**src/rtl/alarm_chime_pkg.sv**
```systemverilog
// alarm_chime_pkg -- shared types and defaults for the seatbelt alarm chime.
//   state_t       : chime FSM state encoding (also exported for debug)
//   DEF_*         : default parameter values for alarm_chime / chime_tick_gen
//   BURST_MAX     : saturation value of the 4-bit burst counter
//   sat_inc4()    : saturating increment for the burst counter
package alarm_chime_pkg;

  typedef enum logic [2:0] {
    ST_IDLE,
    ST_BEEP_ON,
    ST_BEEP_OFF,
    ST_QUIET,
    ST_MUTED
  } state_t;

  localparam int DEF_TICK_DIV    = 1000;
  localparam int DEF_ON_TICKS    = 5;
  localparam int DEF_OFF_TICKS   = 5;
  localparam int DEF_BURST_BEEPS = 6;
  localparam int DEF_QUIET_TICKS = 60;
  localparam int DEF_DEB_CYC     = 4;

  localparam logic [3:0] BURST_MAX = 4'd15;

  function automatic logic [3:0] sat_inc4(input logic [3:0] v);
    return (v == BURST_MAX) ? v : v + 4'd1;
  endfunction

endpackage

```
**src/rtl/alarm_chime_if.sv**
```systemverilog
// alarm_chime_if -- signal bundle between the warning logic / driver controls
// and the chime block.
//   alarm_i     : raw alarm level, asynchronous to clk
//   ack_i       : driver mute request
//   buzzer_o    : registered buzzer drive
//   lamp_o      : registered warning-lamp drive
//   burst_cnt_o : bursts started since the alarm qualified (saturates at 15)
//   dbg_state   : current chime FSM state, for observation only
// Handshake: there is no valid/ready pair; ack_i is a one-cycle request
// sampled on the rising edge of clk and acted on only while the chime sounds
// (BEEP_ON, BEEP_OFF, QUIET); there is no acknowledge back to the requester.
interface alarm_chime_if;
  import alarm_chime_pkg::*;

  logic       alarm_i;
  logic       ack_i;
  logic       buzzer_o;
  logic       lamp_o;
  logic [3:0] burst_cnt_o;
  state_t     dbg_state;

  modport master (
    output alarm_i, ack_i,
    input  buzzer_o, lamp_o, burst_cnt_o, dbg_state
  );

  modport slave (
    input  alarm_i, ack_i,
    output buzzer_o, lamp_o, burst_cnt_o, dbg_state
  );
endinterface

```
**src/rtl/alarm_chime_tick_gen.sv**
```systemverilog
// chime_tick_gen -- restartable tick prescaler.
//   clk, rst_n : clock, asynchronous active-low reset
//   restart    : high during the first cycle of a new FSM state
//   tick       : one-cycle pulse every TICK_DIV cycles counted from restart
// The restart cycle itself counts as phase 0, so the first tick after a
// restart lands exactly TICK_DIV cycles after the state entry.
module chime_tick_gen
  import alarm_chime_pkg::*;
#(
  parameter int TICK_DIV = DEF_TICK_DIV
) (
  input  logic clk,
  input  logic rst_n,
  input  logic restart,
  output logic tick
);
  localparam int            CW   = $clog2(TICK_DIV);
  localparam logic [CW-1:0] LAST = CW'(TICK_DIV - 1);

  logic [CW-1:0] cnt;

  always_ff @(posedge clk or negedge rst_n) begin
    if (!rst_n) begin
      cnt <= '0;
    end else if (restart) begin
      cnt <= CW'(1);
    end else if (cnt == LAST) begin
      cnt <= '0;
    end else begin
      cnt <= cnt + CW'(1);
    end
  end

  assign tick = !restart && (cnt == LAST);
endmodule

```
**src/rtl/alarm_chime.sv**
```systemverilog
// alarm_chime -- seatbelt warning chime controller.
//   clk, rst_n : clock, asynchronous active-low reset
//   bus        : alarm_chime_if.slave (alarm_i, ack_i in; buzzer_o, lamp_o,
//                burst_cnt_o, dbg_state out)
// alarm_i is synchronised and debounced into alarm_q, which drives a
// beep/burst FSM timed in ticks from chime_tick_gen.
// Build option: define CHIME_ESCALATE_EN to keep beeping without the quiet
// gap once three or more bursts have been started.
module alarm_chime
  import alarm_chime_pkg::*;
#(
  parameter int TICK_DIV    = DEF_TICK_DIV,
  parameter int ON_TICKS    = DEF_ON_TICKS,
  parameter int OFF_TICKS   = DEF_OFF_TICKS,
  parameter int BURST_BEEPS = DEF_BURST_BEEPS,
  parameter int QUIET_TICKS = DEF_QUIET_TICKS,
  parameter int DEB_CYC     = DEF_DEB_CYC
) (
  input  logic         clk,
  input  logic         rst_n,
  alarm_chime_if.slave bus
);
`ifdef CHIME_ESCALATE_EN
  localparam logic [3:0] ESC_BURSTS = 4'd3;
`endif

  logic        sync1, sync2, alarm_q;
  logic [7:0]  deb_cnt;
  state_t      state;
  logic        restart, tick;
  logic [15:0] tick_cnt;
  logic [7:0]  beep_cnt;
  logic        buzzer_r, lamp_r;
  logic [3:0]  burst_r;
  logic        on_done, off_done, quiet_done, burst_done;

  // Synchroniser and debouncer. deb_cnt counts synchronised samples that
  // disagree with alarm_q; once DEB_CYC have been seen, the next disagreeing
  // sample commits the new level, which yields the DEB_CYC+3 alarm latency.
  always_ff @(posedge clk or negedge rst_n) begin
    if (!rst_n) begin
      sync1   <= 1'b0;
      sync2   <= 1'b0;
      alarm_q <= 1'b0;
      deb_cnt <= '0;
    end else begin
      sync1 <= bus.alarm_i;
      sync2 <= sync1;
      if (sync2 == alarm_q) begin
        deb_cnt <= '0;
      end else if (deb_cnt == 8'(DEB_CYC)) begin
        alarm_q <= sync2;
        deb_cnt <= '0;
      end else begin
        deb_cnt <= deb_cnt + 8'd1;
      end
    end
  end

  chime_tick_gen #(.TICK_DIV(TICK_DIV)) u_tick (
    .clk    (clk),
    .rst_n  (rst_n),
    .restart(restart),
    .tick   (tick)
  );

  assign on_done    = tick && (tick_cnt == 16'(ON_TICKS - 1));
  assign off_done   = tick && (tick_cnt == 16'(OFF_TICKS - 1));
  assign quiet_done = tick && (tick_cnt == 16'(QUIET_TICKS - 1));
  assign burst_done = (beep_cnt == 8'(BURST_BEEPS));

  // Chime FSM. Every transition pulses restart and clears tick_cnt so each
  // state is timed from its own entry. Outputs are updated together with the
  // state so they follow the state register without an extra cycle.
  always_ff @(posedge clk or negedge rst_n) begin
    if (!rst_n) begin
      state    <= ST_IDLE;
      restart  <= 1'b0;
      tick_cnt <= '0;
      beep_cnt <= '0;
      buzzer_r <= 1'b0;
      lamp_r   <= 1'b0;
      burst_r  <= '0;
    end else begin
      restart <= 1'b0;
      if (tick) tick_cnt <= tick_cnt + 16'd1;

      // Losing the qualified alarm wins over ack and tick events.
      if (state != ST_IDLE && !alarm_q) begin
        state    <= ST_IDLE;
        restart  <= 1'b1;
        tick_cnt <= '0;
        buzzer_r <= 1'b0;
        lamp_r   <= 1'b0;
        burst_r  <= '0;
      end else begin
        case (state)
          ST_IDLE: begin
            if (alarm_q) begin
              state    <= ST_BEEP_ON;
              restart  <= 1'b1;
              tick_cnt <= '0;
              beep_cnt <= '0;
              buzzer_r <= 1'b1;
              lamp_r   <= 1'b1;
              burst_r  <= sat_inc4(burst_r);
            end
          end
          ST_BEEP_ON, ST_BEEP_OFF, ST_QUIET: begin
            if (bus.ack_i) begin
              state    <= ST_MUTED;
              restart  <= 1'b1;
              tick_cnt <= '0;
              buzzer_r <= 1'b0;
            end else if (state == ST_BEEP_ON && on_done) begin
              state    <= ST_BEEP_OFF;
              restart  <= 1'b1;
              tick_cnt <= '0;
              beep_cnt <= beep_cnt + 8'd1;
              buzzer_r <= 1'b0;
            end else if (state == ST_BEEP_OFF && off_done) begin
              restart  <= 1'b1;
              tick_cnt <= '0;
              if (!burst_done) begin
                state    <= ST_BEEP_ON;
                buzzer_r <= 1'b1;
`ifdef CHIME_ESCALATE_EN
              end else if (burst_r >= ESC_BURSTS) begin
                // Escalated: start the next burst straight away.
                state    <= ST_BEEP_ON;
                buzzer_r <= 1'b1;
                beep_cnt <= '0;
                burst_r  <= sat_inc4(burst_r);
`endif
              end else begin
                state <= ST_QUIET;
              end
            end else if (state == ST_QUIET && quiet_done) begin
              state    <= ST_BEEP_ON;
              restart  <= 1'b1;
              tick_cnt <= '0;
              beep_cnt <= '0;
              buzzer_r <= 1'b1;
              burst_r  <= sat_inc4(burst_r);
            end
          end
          ST_MUTED: begin
            // Held silent with the lamp on until the alarm clears.
          end
          default: begin
            state    <= ST_IDLE;
            restart  <= 1'b1;
            tick_cnt <= '0;
            buzzer_r <= 1'b0;
            lamp_r   <= 1'b0;
            burst_r  <= '0;
          end
        endcase
      end
    end
  end

  assign bus.buzzer_o    = buzzer_r;
  assign bus.lamp_o      = lamp_r;
  assign bus.burst_cnt_o = burst_r;
  assign bus.dbg_state   = state;
endmodule

```
**src/flat_wrapper.sv**
```systemverilog
// flat-port wrapper written by rule: the top's interface ports become plain ports
module alarm_chime_flat import alarm_chime_pkg::*;
#(
  parameter int TICK_DIV    = DEF_TICK_DIV,
  parameter int ON_TICKS    = DEF_ON_TICKS,
  parameter int OFF_TICKS   = DEF_OFF_TICKS,
  parameter int BURST_BEEPS = DEF_BURST_BEEPS,
  parameter int QUIET_TICKS = DEF_QUIET_TICKS,
  parameter int DEB_CYC     = DEF_DEB_CYC
)
  (clk, rst_n, bus_alarm_i, bus_ack_i, bus_buzzer_o, bus_lamp_o, bus_burst_cnt_o, bus_dbg_state);
  alarm_chime_if bus_i ();
  input  logic clk;
  input  logic rst_n;
  input wire logic [$bits(bus_i.alarm_i)-1:0] bus_alarm_i;
  input wire logic [$bits(bus_i.ack_i)-1:0] bus_ack_i;
  output wire logic [$bits(bus_i.buzzer_o)-1:0] bus_buzzer_o;
  output wire logic [$bits(bus_i.lamp_o)-1:0] bus_lamp_o;
  output wire logic [$bits(bus_i.burst_cnt_o)-1:0] bus_burst_cnt_o;
  output wire logic [$bits(bus_i.dbg_state)-1:0] bus_dbg_state;
  assign bus_i.alarm_i = bus_alarm_i;
  assign bus_i.ack_i = bus_ack_i;
  assign bus_buzzer_o = bus_i.buzzer_o;
  assign bus_lamp_o = bus_i.lamp_o;
  assign bus_burst_cnt_o = bus_i.burst_cnt_o;
  assign bus_dbg_state = bus_i.dbg_state;
  alarm_chime #(.TICK_DIV(TICK_DIV), .ON_TICKS(ON_TICKS), .OFF_TICKS(OFF_TICKS), .BURST_BEEPS(BURST_BEEPS), .QUIET_TICKS(QUIET_TICKS), .DEB_CYC(DEB_CYC)) u_core (.clk(clk), .rst_n(rst_n), .bus(bus_i));
endmodule
```
**config.mk**
```make
export PLATFORM = sky130hd
export DESIGN_NAME = alarm_chime_flat
export DESIGN_NICKNAME = d
export VERILOG_FILES = /design/src/rtl/alarm_chime_pkg.sv /design/src/rtl/alarm_chime_if.sv /design/src/rtl/alarm_chime_tick_gen.sv /design/src/rtl/alarm_chime.sv /design/src/flat_wrapper.sv
export SDC_FILE = /design/constraint.sdc
export NUM_CORES = 1
export LEC_CHECK = 0
export ABC_AREA = 1
export BUFFER_PORTS_ARGS = -buffer_cell sky130_fd_sc_hd__buf_2
export CORE_MARGIN = 2
export CORE_UTILIZATION = 60
export CTS_CLUSTER_DIAMETER = 30
export CTS_CLUSTER_SIZE = 25
export DETAILED_ROUTE_END_ITERATION = 16
export GPL_TIMING_DRIVEN = 0
export PLACE_DENSITY = 0.81
export SETUP_SLACK_MARGIN = 0.1
export SLEW_MARGIN = 20
export SYNTH_ARGS = -nofsm -noshare
export SYNTH_HDL_FRONTEND = slang
export SYNTH_SLANG_ARGS = --single-unit
```
**constraint.sdc**
```tcl
create_clock -name clk -period 2 [get_ports clk]
set_clock_uncertainty 0.1 [all_clocks]
set_input_delay 0.4 -clock clk [delete_from_list [all_inputs] [get_ports clk]]
set_output_delay 0.4 -clock clk [all_outputs]
set_load 0.1 [all_outputs]
```
* Word level (Yosys, flattened, before mapping) *
Index checks and enable logic that the tools add are counted.

storage, ports and cells
  bits in registers = 55
  bits of input ports = 4
  output and inout port bits = 9
  word-level logic and storage cells = 114

cells by class
  add/subtract/negate cells = 5
  equality and inequality tests = 24
  muxes and demuxes = 51
  bitwise operators = 2
  reductions and logical operators = 20

operator list
  cell                     count
  $mux W16                 7
  $mux W8                  7
  $pmux W16 S3             1
  $mux W4                  7
  $mux W10                 2
  $mux W3                  6
  $add A16 B1 Y16 const B  1
  $add A8 B1 Y8 const B    2
  $eq A16 B3 Y1 const B    1
  $eq A16 B6 Y1 const B    1
  $eq A8 B3 Y1 const B     2
  $pmux W8 S2              1
  $mux W1                  14
  $ne A3 B2 Y1 const B     4
  $pmux W4 S3              1
  $reduce_and A6 Y1        2
  $add A10 B1 Y10 const B  1
  $eq A10 B10 Y1 const B   1
  $ne A3 B1 Y1 const B     3
  $pmux W3 S3              1
  $logic_and A1 B1 Y1      7
  $eq A3 B2 Y1 const B     2
  $ne A2 B1 Y1 const B     3
  $ne A6 B2 Y1 const B     1
  20 further kinds         24

* Longest topological paths before layout *
Gate-level depths: netlist of the first run.

  word-level depth = 10
  gate-level depth with buffers = 13
  mapped depth without buffers = 13

* Modules after synthesis *
From an unflattened synthesis of the first run, not the netlist that was laid out.

unflattened totals
  cell total of the unflattened synthesis = 411
  area, all modules = 3170.5 um^2

by module, submodules not included
  module          instances  cells each  area an instance (um^2)  seq. area each (um^2)
  alarm_chime     1          344         2627.5                   1126.1
  chime_tick_gen  1          67          543.0                    250.2

* Least setup slack after synthesis of the first run *
OpenSTA, ideal clock, no wires.

  path kind = reg2reg
  start = register u_core.state[0] (netlist: u_core.bus.dbg_state[0])
  end = register u_core.burst_r[2] (netlist: u_core.bus.burst_cnt_o[2])
  setup time = 123 ps
  arrival = 2088 ps
  required time = 1777 ps
  setup slack = -311 ps
  cell stages (with the launch flop) = 12
  path buffers = 0
  period minus slack after synthesis = 2311 ps
  cells stage by stage = dfrtp_1 -> inv_1 -> nand2_2 -> nor2_1 -> nor2_1 -> inv_2 -> o21ai_2 -> o21ai_0 -> inv_1 -> nand2_2 -> nand2_1 -> nand2_1

between the ends
  longest elaborated chain between the ends = 4
  elaborated cells on any way between the ends = 20
  classes of those cells = eq/ne (10); mux (2); reduce/logical (8)

ends and longest elaborated chain
  what                                                           RTL line                               text
  from (decl)                                                    alarm_chime.sv:29                      state_t state;
  from (signal assigned)                                         alarm_chime.sv:77                      state <= ST_IDLE;
  from (signal assigned)                                         alarm_chime.sv:90                      state <= ST_IDLE;
  from (signal assigned)                                         alarm_chime.sv:100                     state <= ST_BEEP_ON;
  $eq A3 B2 Y1 (tied with other cells)                           alarm_chime.sv:97, alarm_chime.sv:138
  $reduce_or A3 Y1 (tied with other cells)                       alarm_chime.sv:97                      case (state)
  $ne A3 B2 Y1 (no source line) (tied with other cells)          --
  $reduce_and A6 Y1 (no source line) or $mux W4 (tied branches)  --
  to (signal assigned)                                           alarm_chime.sv:106                     burst_r <= sat_inc4(burst_r);
  to (signal assigned)                                           alarm_chime.sv:144                     burst_r <= sat_inc4(burst_r);
  to (decl)                                                      alarm_chime.sv:34                      logic [3:0] burst_r;

Parallel ways exist; a longest one is shown, timed or not.
A chain may end at the register's enable or synchronous reset.

* Worst setup path in the final report of the first run *
  start = register u_core.tick_cnt[0]
  end = register u_core.tick_cnt[10]

between the ends
  longest elaborated chain between the ends = 9
  elaborated cells on any way between the ends = 16
  classes of those cells = add/sub (1); eq/ne (2); mux (8); reduce/logical (5)

ends and longest elaborated chain
  what                                                     RTL line           text
  from (decl)                                              alarm_chime.sv:31  logic [15:0] tick_cnt;
  from (signal assigned)                                   alarm_chime.sv:86  if (tick) tick_cnt <= tick_cnt + 16'd1;
  branches (longest 7 deep; another with $add A16 B1 Y16)  --
  $pmux W16 S3 *                                           alarm_chime.sv:97
  $mux W16 *                                               alarm_chime.sv:89  if (state != ST_IDLE && !alarm_q) begin

Mark *: on every way between the ends.

==> results of run 1 <==
[critical path: stages, from the launching register on]
cell and delay (ns):
dfrtp_1 0.44, buf_4 0.16, inv_1 0.07, ha_1 0.15, nand2_1 0.06, nor2_2 0.13, nand2_2 0.10, nor2_4 0.12
o21ai_2 0.09, nand3_2 0.10, nand2_4 0.07, inv_6 0.08, clkbuf_16 0.15, nor2_2 0.03
[Yosys cell counts (3+ instances only)]
library cell and n:
ha_1 8, o21ai_2 4, nor2_1 62, nand2_1 110
a21oi_1 12, o211ai_1 3, xnor2_1 4, nor3_1 20
inv_2 3, nor2_2 14, nand4_1 11, xor2_1 7
nand2_2 6, o21ai_0 10, nand3_1 36, nor2_4 5
inv_1 57, dfrtp_1 55
[where the power goes]
part | internal (mW) | leakage, nW | switching, mW
clock | 0.254 | 0.0461 | 0.385
sequential | 1.27 | 0.737 | 0.175
combinational | 0.638 | 1.01 | 1.44
[path summary, 6_finish.rpt]
check	from	end	slack [ns]	cells past startpoint
setup / recovery	u_core.tick_cnt[0]	u_core.tick_cnt[10]	0.04	13
hold / removal	rst_n	u_core.tick_cnt[9]	0.02	1
setup reg to reg	u_core.tick_cnt[0]	u_core.tick_cnt[10]	0.04	13
hold reg to reg	u_core.sync1	u_core.sync2	0.26	0
max in group asynchronous	rst_n	u_core.bus.dbg_state[1]	1.28	1
min in group clk	bus_alarm_i	u_core.sync1	0.08	1
[metal layers]
| metal | vias to the layer above | GRT usage [%] |
|---|---|---|
| li1 | 1496 | - |
| met2 | 81 | 40.2 |
| met3 | 16 | 3.91 |
| met1 | 1385 | 30.5 |
| met5 | - | 0 |
| met4 | 0 | 9.12 |
[kinds of logic after synthesis]
group / synth area share [%]
buffers and inverters: 7.69
adder cells (fa/ha/maj): 3.00
AND/OR/NAND/NOR: 38.6
flip-flops: 41.3
AO/OA/AOI/OAI: 6.56
XOR/XNOR: 2.89
[area by class of cell]
cell class	instances	area share [%]
Clock inverter	3	0.624
Clock buffer	5	1.81
Multi-Input combinational cell	330	46.9
Timing Repair Buffer	26	4.96
Buffer	2	0.723
Tap cell	72	2.37
Inverter	61	6.14
Sequential cell	55	36.4
[registers in the layout (all words and copies together), names as in the netlist, 3 cells and up]
register                cells
u_core.bus.burst_cnt_o      4
u_core.tick_cnt            16
u_core.u_tick.cnt          10
u_core.deb_cnt              8
u_core.bus.dbg_state        3
u_core.beep_cnt             8
[repair_timing]
action	in CTS	in global routing
gates resized for setup	2	28
setup endpoints to repair	28	32
pin swaps	0	16
buffers inserted	3	10
cloned	0	1
[through the flow]
stage / utilization [%] / std cells
after detailed placement: 64.3 / 532
after global placement: 64.3 / 532
after floorplan: - / 448
after CTS: 66.6 / 543
final: 70.0 / 554
after global routing: 70.0 / 554
==> results.cfg, run 1 <==
[yosys]
ys_top_cells_by_area = dfrtp_1 (41%), nand2_1 (12%), nor2_1 (7.0%)
syn_area_per_cell_um2 = 7.45
synth_top_cell_by_area = dfrtp_1
yosysSeqAreaShare_pct = 41.3
synth_edf_count = 0
synthesis.nets = 460
synth_ff_type = dfrtp_1
yosys_warnings = 0
mappedNetlistArea_um2 = 3340
netlist.area_leader.share_pct = 41.3
async_reset_ff_share_pct = 100
synth_cell_types = 35
synthCells = 448
ys_seq_elements = 55

[critical_path]
path_class = reg2reg
worst-path-max-fanout = 5
cp.arrival_ns = 2.07
worstPathRequired_ns = 2.11
start_kind = flip-flop
cp-end-kind = flip-flop

[clock_network]
cts_hold_buffers = 0
cts_buffers = 5
cts_tree = built
cts.path.max_buffers = 2
insertion_delay_ns = 0.32
path_clk_slew_ns = 0.11
cts_root_buf = clkbuf_8
cts.htree.levels = 2
clkSinkCount = 55

[finish]
layout_common_cells = nand2_1 (102), nor2_1 (55), inv_1 (54), dfrtp_1 (50), nand3_1 (36)
area_delta_synth_final_pct = 14.2
multiInputGateArea_um2 = 1790
n_antenna_cell = 0
layout_commonest_cell = nand2_1
final_area_um2 = 3810
fillers = 431
seqCellArea_um2 = 1390
fin_nets = 493
drive_gt1_share_pct = 21.2

[global_route]
grt_pass1_vias = 2728
grt_usage_pct = 23.8
grt_pass1_wl_um = 11700
antenna_found_initial = 0
globalRoute.totalOverflow = 0
grt_max_degree = 56

[die]
rows = 27
pin_count = 13
start_util_pct = 61.3
die_w_um = 78.6
dieArea_um2 = 6170
core_area_um2 = 5440
die_y_um = 78.6

[sta]
finalHoldViolCount = 0
drv_slew = 0
hold_slack_ns = 0.0185
fmax_ghz = 0.509
rsz0062_at_grt = yes
finalCritPeriodShare_pct = 98.2
period_needed_ns = 1.96
relSlewSlack_pct = 54.7
setup_ws_ns = 0.0354
finalSetupTns_ns = 0
setup_viol = 0
tightest_slew_ns = 0.679

[place]
port_buffers = 12
dp_hpwl_um = 4840
placed_area_um2 = 3500
place.gp.congestion = 0.925
dpl_worst_slack_ns = 0.0131

[route]
highest-signal-layer = met4
m1WireLength_um = 3110
dr_wl_met2_um = 3430
via_count = 2978
drtIter0Drc = 215
drc = 0
dr.pass1.iters = 5
wl_met3_um = 315
vias_per_cell = 5.38
ant_nets = 0
wire_per_inst_um = 12.6
drt-total-wl_um = 6990

[power]
power_mw = 4.16
leakagePower_nw = 1.79
ir_worst_vdd_v = 0.00106
power_density_nw_per_um2 = 1090

[run]
drv_cap = 0

[run_status]
status = finished clean

[min_path]
hold_path.class = in2async
No activity file was read; power rests on OpenSTA's default activity.
==> run 2: changes to the inputs <==
--- a/config.mk
+++ b/config.mk
@@ -7,5 +7,4 @@
 export LEC_CHECK = 0
 export ABC_AREA = 1
-export BUFFER_PORTS_ARGS = -buffer_cell sky130_fd_sc_hd__buf_2
 export CORE_MARGIN = 2
 export CORE_UTILIZATION = 60
@@ -13,6 +12,7 @@
 export CTS_CLUSTER_SIZE = 25
 export DETAILED_ROUTE_END_ITERATION = 16
+export DONT_BUFFER_PORTS = 1
 export GPL_TIMING_DRIVEN = 0
-export PLACE_DENSITY = 0.81
+export PLACE_DENSITY = 0.86
 export SETUP_SLACK_MARGIN = 0.1
 export SLEW_MARGIN = 20
==> constraint.sdc (replaced) <==
create_clock -name clk -period 2 [get_ports clk]
set_clock_uncertainty 0.1 [all_clocks]
set_input_delay 0.3 -clock clk [delete_from_list [all_inputs] [get_ports clk]]
set_output_delay 0.3 -clock clk [all_outputs]
set_load 0.1 [all_outputs]
==> run 2 against run 1 <==
  * Non-clock buffer count is 1 higher
  * Clock power is 15% higher
  * Die area unchanged
  * The run now ends with negative setup slack left
  * Core utilization is 3.0 points higher
  * Critical endpoint is now u_core.bus.burst_cnt_o[2]
  * Total power grew 8.2%
  * Global-route usage up 2.1 points
  * Fmax shrank 2.0%
  * Final cell count unchanged
  * Hold slack gained 0.055 ns
  * Critical path depth decreased by 3
==> results.cfg, run 2 (same netlist as run 1, synthesis figures left out) <==
[power]
power_mw = 4.50
ir_worst_vdd_v = 0.00126
leakagePower_nw = 1.82
power_density_nw_per_um2 = 1130

[finish]
layout_common_cells = nand2_1 (101), inv_1 (52), nor2_1 (51), dfrtp_1 (49), nand3_1 (35)
fin_nets = 494
largest_register = u_core.tick_cnt
final_util_pct = 73.0
fillers = 368
area_delta_synth_final_pct = 19.1
drive_gt1_share_pct = 23.0
n_antenna_cell = 0
final_area_um2 = 3970
top_regs = u_core.tick_cnt (16), u_core.u_tick.cnt (10)
layout_commonest_cell = nand2_1
largest_reg_flops = 16

[sta]
drv_slew = 0
finalHoldViolCount = 0
relSlewSlack_pct = 30.5
rsz0062_at_grt = yes
fmax_ghz = 0.499
setup_ws_ns = -0.00564
finalCritPeriodShare_pct = 100
hold_slack_ns = 0.0735
tightest_slew_ns = 1.04
period_needed_ns = 2.01
setup_viol = 1

[global_route]
grtUsageMet1_pct = 31.5
antenna_found_initial = 0
globalRoute.totalOverflow = 0
grt_usage_pct = 25.8
grt_pass1_vias = 2888
gr-usage-met3_pct = 4.25
grt_pass1_wl_um = 12800
grtUsageMet2_pct = 45.0
grt_max_degree = 56
grt.busiest_layer = met2

[place]
place.gp.congestion = 0.927
placed_area_um2 = 3440
dp_hpwl_um = 5020
port_buffers = 0

[min_path]
hold_path.class = in2reg
hp-start = bus_ack_i
hold_path_depth = 2

[route]
drtIter0Drc = 291
dr.pass1.iters = 5
wire_per_inst_um = 15.8
vias_per_cell = 5.85
drc = 0
drt-total-wl_um = 8760
ant_nets = 0
via_count = 3241

[critical_path]
cp.buffers_inverters = 1
worst-path-max-fanout = 8
start_kind = flip-flop
cp-end-kind = flip-flop
cpPeakStageDelay_ns = 0.68
cpMaxStageDelayCell = dfrtp_4
regToRegStartpoint = u_core.bus.dbg_state[2]
worstPathRequired_ns = 2.16
startpoint = u_core.bus.dbg_state[2]
r2r_cells = 10
cp_num_cells = 10
path_delay_family = simple AND/OR/NAND/NOR gates
path_cells = nor2_2, nand3_1, nor2_1, nand2_2, o21ai_4, nand2_1, nand2_2, buf_4, nand3_1, nand2_1
cp.arrival_ns = 2.16
path_class = reg2reg

[clock_network]
cts_root_buf = clkbuf_8
clkSinkCount = 55
cts_tree = built
insertion_delay_ns = 0.31
path_clk_slew_ns = 0.10
cts_buffers = 5
cts.path.max_buffers = 2
cts.htree.levels = 2

[die]
die_y_um = 78.6
dieArea_um2 = 6170
pin_count = 13
rows = 27
die_w_um = 78.6
core_area_um2 = 5440
start_util_pct = 61.3

[run]
drv_cap = 0

[run_status]
violations = negative setup slack
status = finished with violations
run 2: changes by cell type in the layout (fill, tap and decap cells not counted), sizes merged:
cell,before,now
clkinv,1,0
buf,27,26
inv,62,61
bufinv,0,1
dlygate4sd3,0,2
run 2: layout make-up:
cell class	count	area (µm²)	area share [%]
Timing Repair Buffer	27	249	6.27
Clock inverter	2	37.5	0.945
Sequential cell	55	1390	35.0
Buffer	2	27.5	0.693
Inverter	61	239	6.02
Multi-Input combinational cell	330	1870	47.1
Clock buffer	5	68.8	1.73
Tap cell	72	90.1	2.27
run 2: worst paths after layout:
path,to,slack (ns)
worst min register to register,u_core.sync2,0.26
worst max register to register,u_core.bus.burst_cnt_o[2],-0.006
worst max-delay path,u_core.bus.burst_cnt_o[2],-0.006
worst min-delay path,u_core.bus.dbg_state[2],0.07
max in group asynchronous,u_core.bus.dbg_state[1],1.14
min in group asynchronous,u_core.bus.burst_cnt_o[3],0.41
run 2: through the flow:
| stage | cells | setup TNS [ns] | worst slack, ns |
|---|---|---|---|
| floorplan | 448 | 0 | 0.136 |
| global placement | 520 | -0.136 | -0.0337 |
| detailed placement | 520 | -0.678 | -0.0880 |
| CTS | 536 | 0 | 0.0442 |
| global route | 554 | -1.99 | -0.146 |
| finish | 554 | -0.00564 | -0.00564 |
run 2: repair_timing:
| action | in CTS | in global routing |
|---|---|---|
| gates resized for setup | 14 | 40 |
| setup endpoints to repair | 30 | 32 |
| hold buffers | 3 | 0 |
| endpoints found under the hold margin | 56 | 0 |
| buffers inserted | 6 | 17 |
| pin swaps | 9 | 14 |
| gates cloned | 0 | 1 |
run 2: power by group:
group	internal, mW	switching (mW)	total (mW)
logic	0.689	1.15	1.84
registers	1.26	0.663	1.92
clock network	0.367	0.371	0.737
total	2.32	2.19	4.50
run 2: metal layers:
metal | routed length (µm) | part of all wire (%)
met4 | 469 | 5.4
met5 | 0 | 0
met2 | 4370 | 50
met1 | 3320 | 38
met3 | 599 | 6.8
==> run 3: changes to the inputs <==
Settings changed: CORE_UTILIZATION 60 to 50, PLACE_DENSITY 0.86 to 0.75.
==> run 3 against run 2 <==
  * The flow now finishes without violations
  * Core utilization shrank 11 points
  * Sequential share of layout area is 0.18 points lower
  * First-iteration DRC count shrank 43%
  * Largest power group is now combinational cells
  * Largest cell class unchanged
  * Final cell count increased by 1.1%
  * Worst setup slack improved by 0.032 ns
  * Clock power grew 0.8%
  * Via count shrank 5.6%
  * Combinational power rose by 6%
  * Fmax grew 1.6%
==> results.cfg, run 3 (same netlist as run 1, synthesis figures left out) <==
[global_route]
antenna_found_initial = 0
grt_pass1_vias = 2873
globalRoute.totalOverflow = 0
grt_pass1_wl_um = 12500
grt_max_degree = 56
grt_usage_pct = 21.1

[route]
dr.pass1.iters = 7
vias_per_cell = 5.46
drc = 0
ant_nets = 0
drt-total-wl_um = 7780
wire_per_inst_um = 13.9
drtIter0Drc = 166
via_count = 3060

[sta]
rsz0062_at_grt = yes
period_needed_ns = 1.97
finalHoldViolCount = 0
drv_slew = 0
hold_slack_ns = 0.0365
finalCritPeriodShare_pct = 98.7
fmax_ghz = 0.507
setup_viol = 0
finalSetupTns_ns = 0
tightest_slew_ns = 1.02
relSlewSlack_pct = 31.7
setup_ws_ns = 0.0266

[clock_network]
cts_root_buf = clkbuf_8
cts.path.max_buffers = 2
clkSinkCount = 55
cts_buffers = 5
insertion_delay_ns = 0.32
cts.htree.levels = 2
cts_tree = built
path_clk_slew_ns = 0.10

[power]
switching_power_mw = 2.17
leakagePower_nw = 1.83
power_density_nw_per_um2 = 1150
pwr-share-comb_pct = 42.3
pwr-share-seq_pct = 41.5
clkPwrFrac_pct = 16.2
internal_power_mw = 2.43
switching_share_pct = 47.1
ir_worst_vdd_v = 0.00120

[finish]
area_delta_synth_final_pct = 19.7
top_regs = u_core.tick_cnt (16), u_core.u_tick.cnt (10)
n_antenna_cell = 0
drive_gt1_share_pct = 23.6
final_area_um2 = 3990
multiInputGateArea_um2 = 1880
largest_reg_flops = 16
fillers = 529
layout_commonest_cell = nand2_1
largest_register = u_core.tick_cnt
seqCellArea_um2 = 1390
finalNonFillerCells = 560
fin_nets = 494
layout_common_cells = nand2_1 (100), nor2_1 (53), dfrtp_1 (49), inv_1 (48), nand3_1 (35)

[die]
core_area_um2 = 6390
rows = 29
die_y_um = 85.7
dieArea_um2 = 7340
pin_count = 13
die_w_um = 85.7
start_util_pct = 52.2

[critical_path]
worstPathRequired_ns = 2.16
regToRegStartpoint = u_core.bus.dbg_state[0]
path_class = reg2reg
start_kind = flip-flop
cp-end-kind = flip-flop
startpoint = u_core.bus.dbg_state[0]
cp.arrival_ns = 2.13
worst-path-max-fanout = 8

[run_status]
status = finished clean

[place]
dpl.cell_count = 525
place.gp.congestion = 0.928
port_buffers = 0
dpl_worst_slack_ns = -0.0861
dp_hpwl_um = 4920
placed_area_um2 = 3440

[min_path]
hold_path.class = in2reg
hp-start = bus_ack_i

[run]
drv_cap = 0
## run 3: changes by cell type in the layout (fill, tap and decap cells not counted), moves of 2 or more
cell,change
nor2_1,+2
buf_6,+2
inv_2,+4
buf_4,-2
inv_1,-4
nand2_4,+2
clkbuf_1,+2
## run 3: area by class of cell
class	count	share of cell area, %
clock inverter	1	0.752
timing repair buffer	27	6.42
clock buffer	7	1.91
tap	77	2.41
multi-input combinational	330	47.0
sequential	55	34.8
inverter	61	5.99
buffer	2	0.689
## run 3: worst paths after layout
kind,endpoint,depth (start not counted),slack (ns)
hold reg to reg,u_core.sync2,0,0.28
hold / removal,u_core.bus.dbg_state[2],2,0.04
setup reg to reg,u_core.beep_cnt[3],10,0.03
max in group asynchronous,u_core.bus.dbg_state[2],2,1.11
min in group asynchronous,u_core.tick_cnt[15],2,0.44
setup / recovery,u_core.beep_cnt[3],10,0.03
## run 3: repair_timing
| action | 4_1_cts | 5_1_grt |
|---|---|---|
| pin swaps | 7 | 26 |
| hold endpoints to repair | 56 | 0 |
| gates resized for setup | 15 | 47 |
| hold buffers | 3 | 0 |
| gates cloned | 0 | 1 |
| setup endpoints to repair | 29 | 32 |
| setup buffers | 10 | 13 |
## run 3: routing by layer
metal	routed length [µm]	track usage, %
met2	3960	36.6
met1	3280	26.8
met3	343	3.37
met5	0	0
met4	195	7.07
## run 3: critical path: stages (launching register included)
cell and delay (ns):
dfrtp_4 0.67, inv_4 0.07, nand2_4 0.10, buf_4 0.12
inv_2 0.05, nor2_4 0.17, o21ai_4 0.10, buf_4 0.15
o21bai_4 0.21, nand2_1 0.09, nand2_1 0.07
## run 3: per-stage QoR
step	utilization (%)	power, mW
2_1_floorplan	-	2.88
3_3_place_gp	53.9	3.14
3_5_place_dp	53.9	3.18
4_1_cts	58.1	4.13
5_1_grt	62.5	4.85
6_report	62.5	4.60
## run 3: power by group through the flow
| stage | clock network, mW | registers (mW) | logic, mW |
|---|---|---|---|
| 6_report | 0.743 | 1.91 | 1.95 |
| 5_1_grt | 0.792 | 1.93 | 2.13 |
| 4_1_cts | 0.759 | 1.89 | 1.48 |
| 3_5_place_dp | 0 | 1.92 | 1.26 |
| 3_3_place_gp | 0 | 1.91 | 1.23 |
| 2_1_floorplan | 0 | 1.86 | 1.02 |
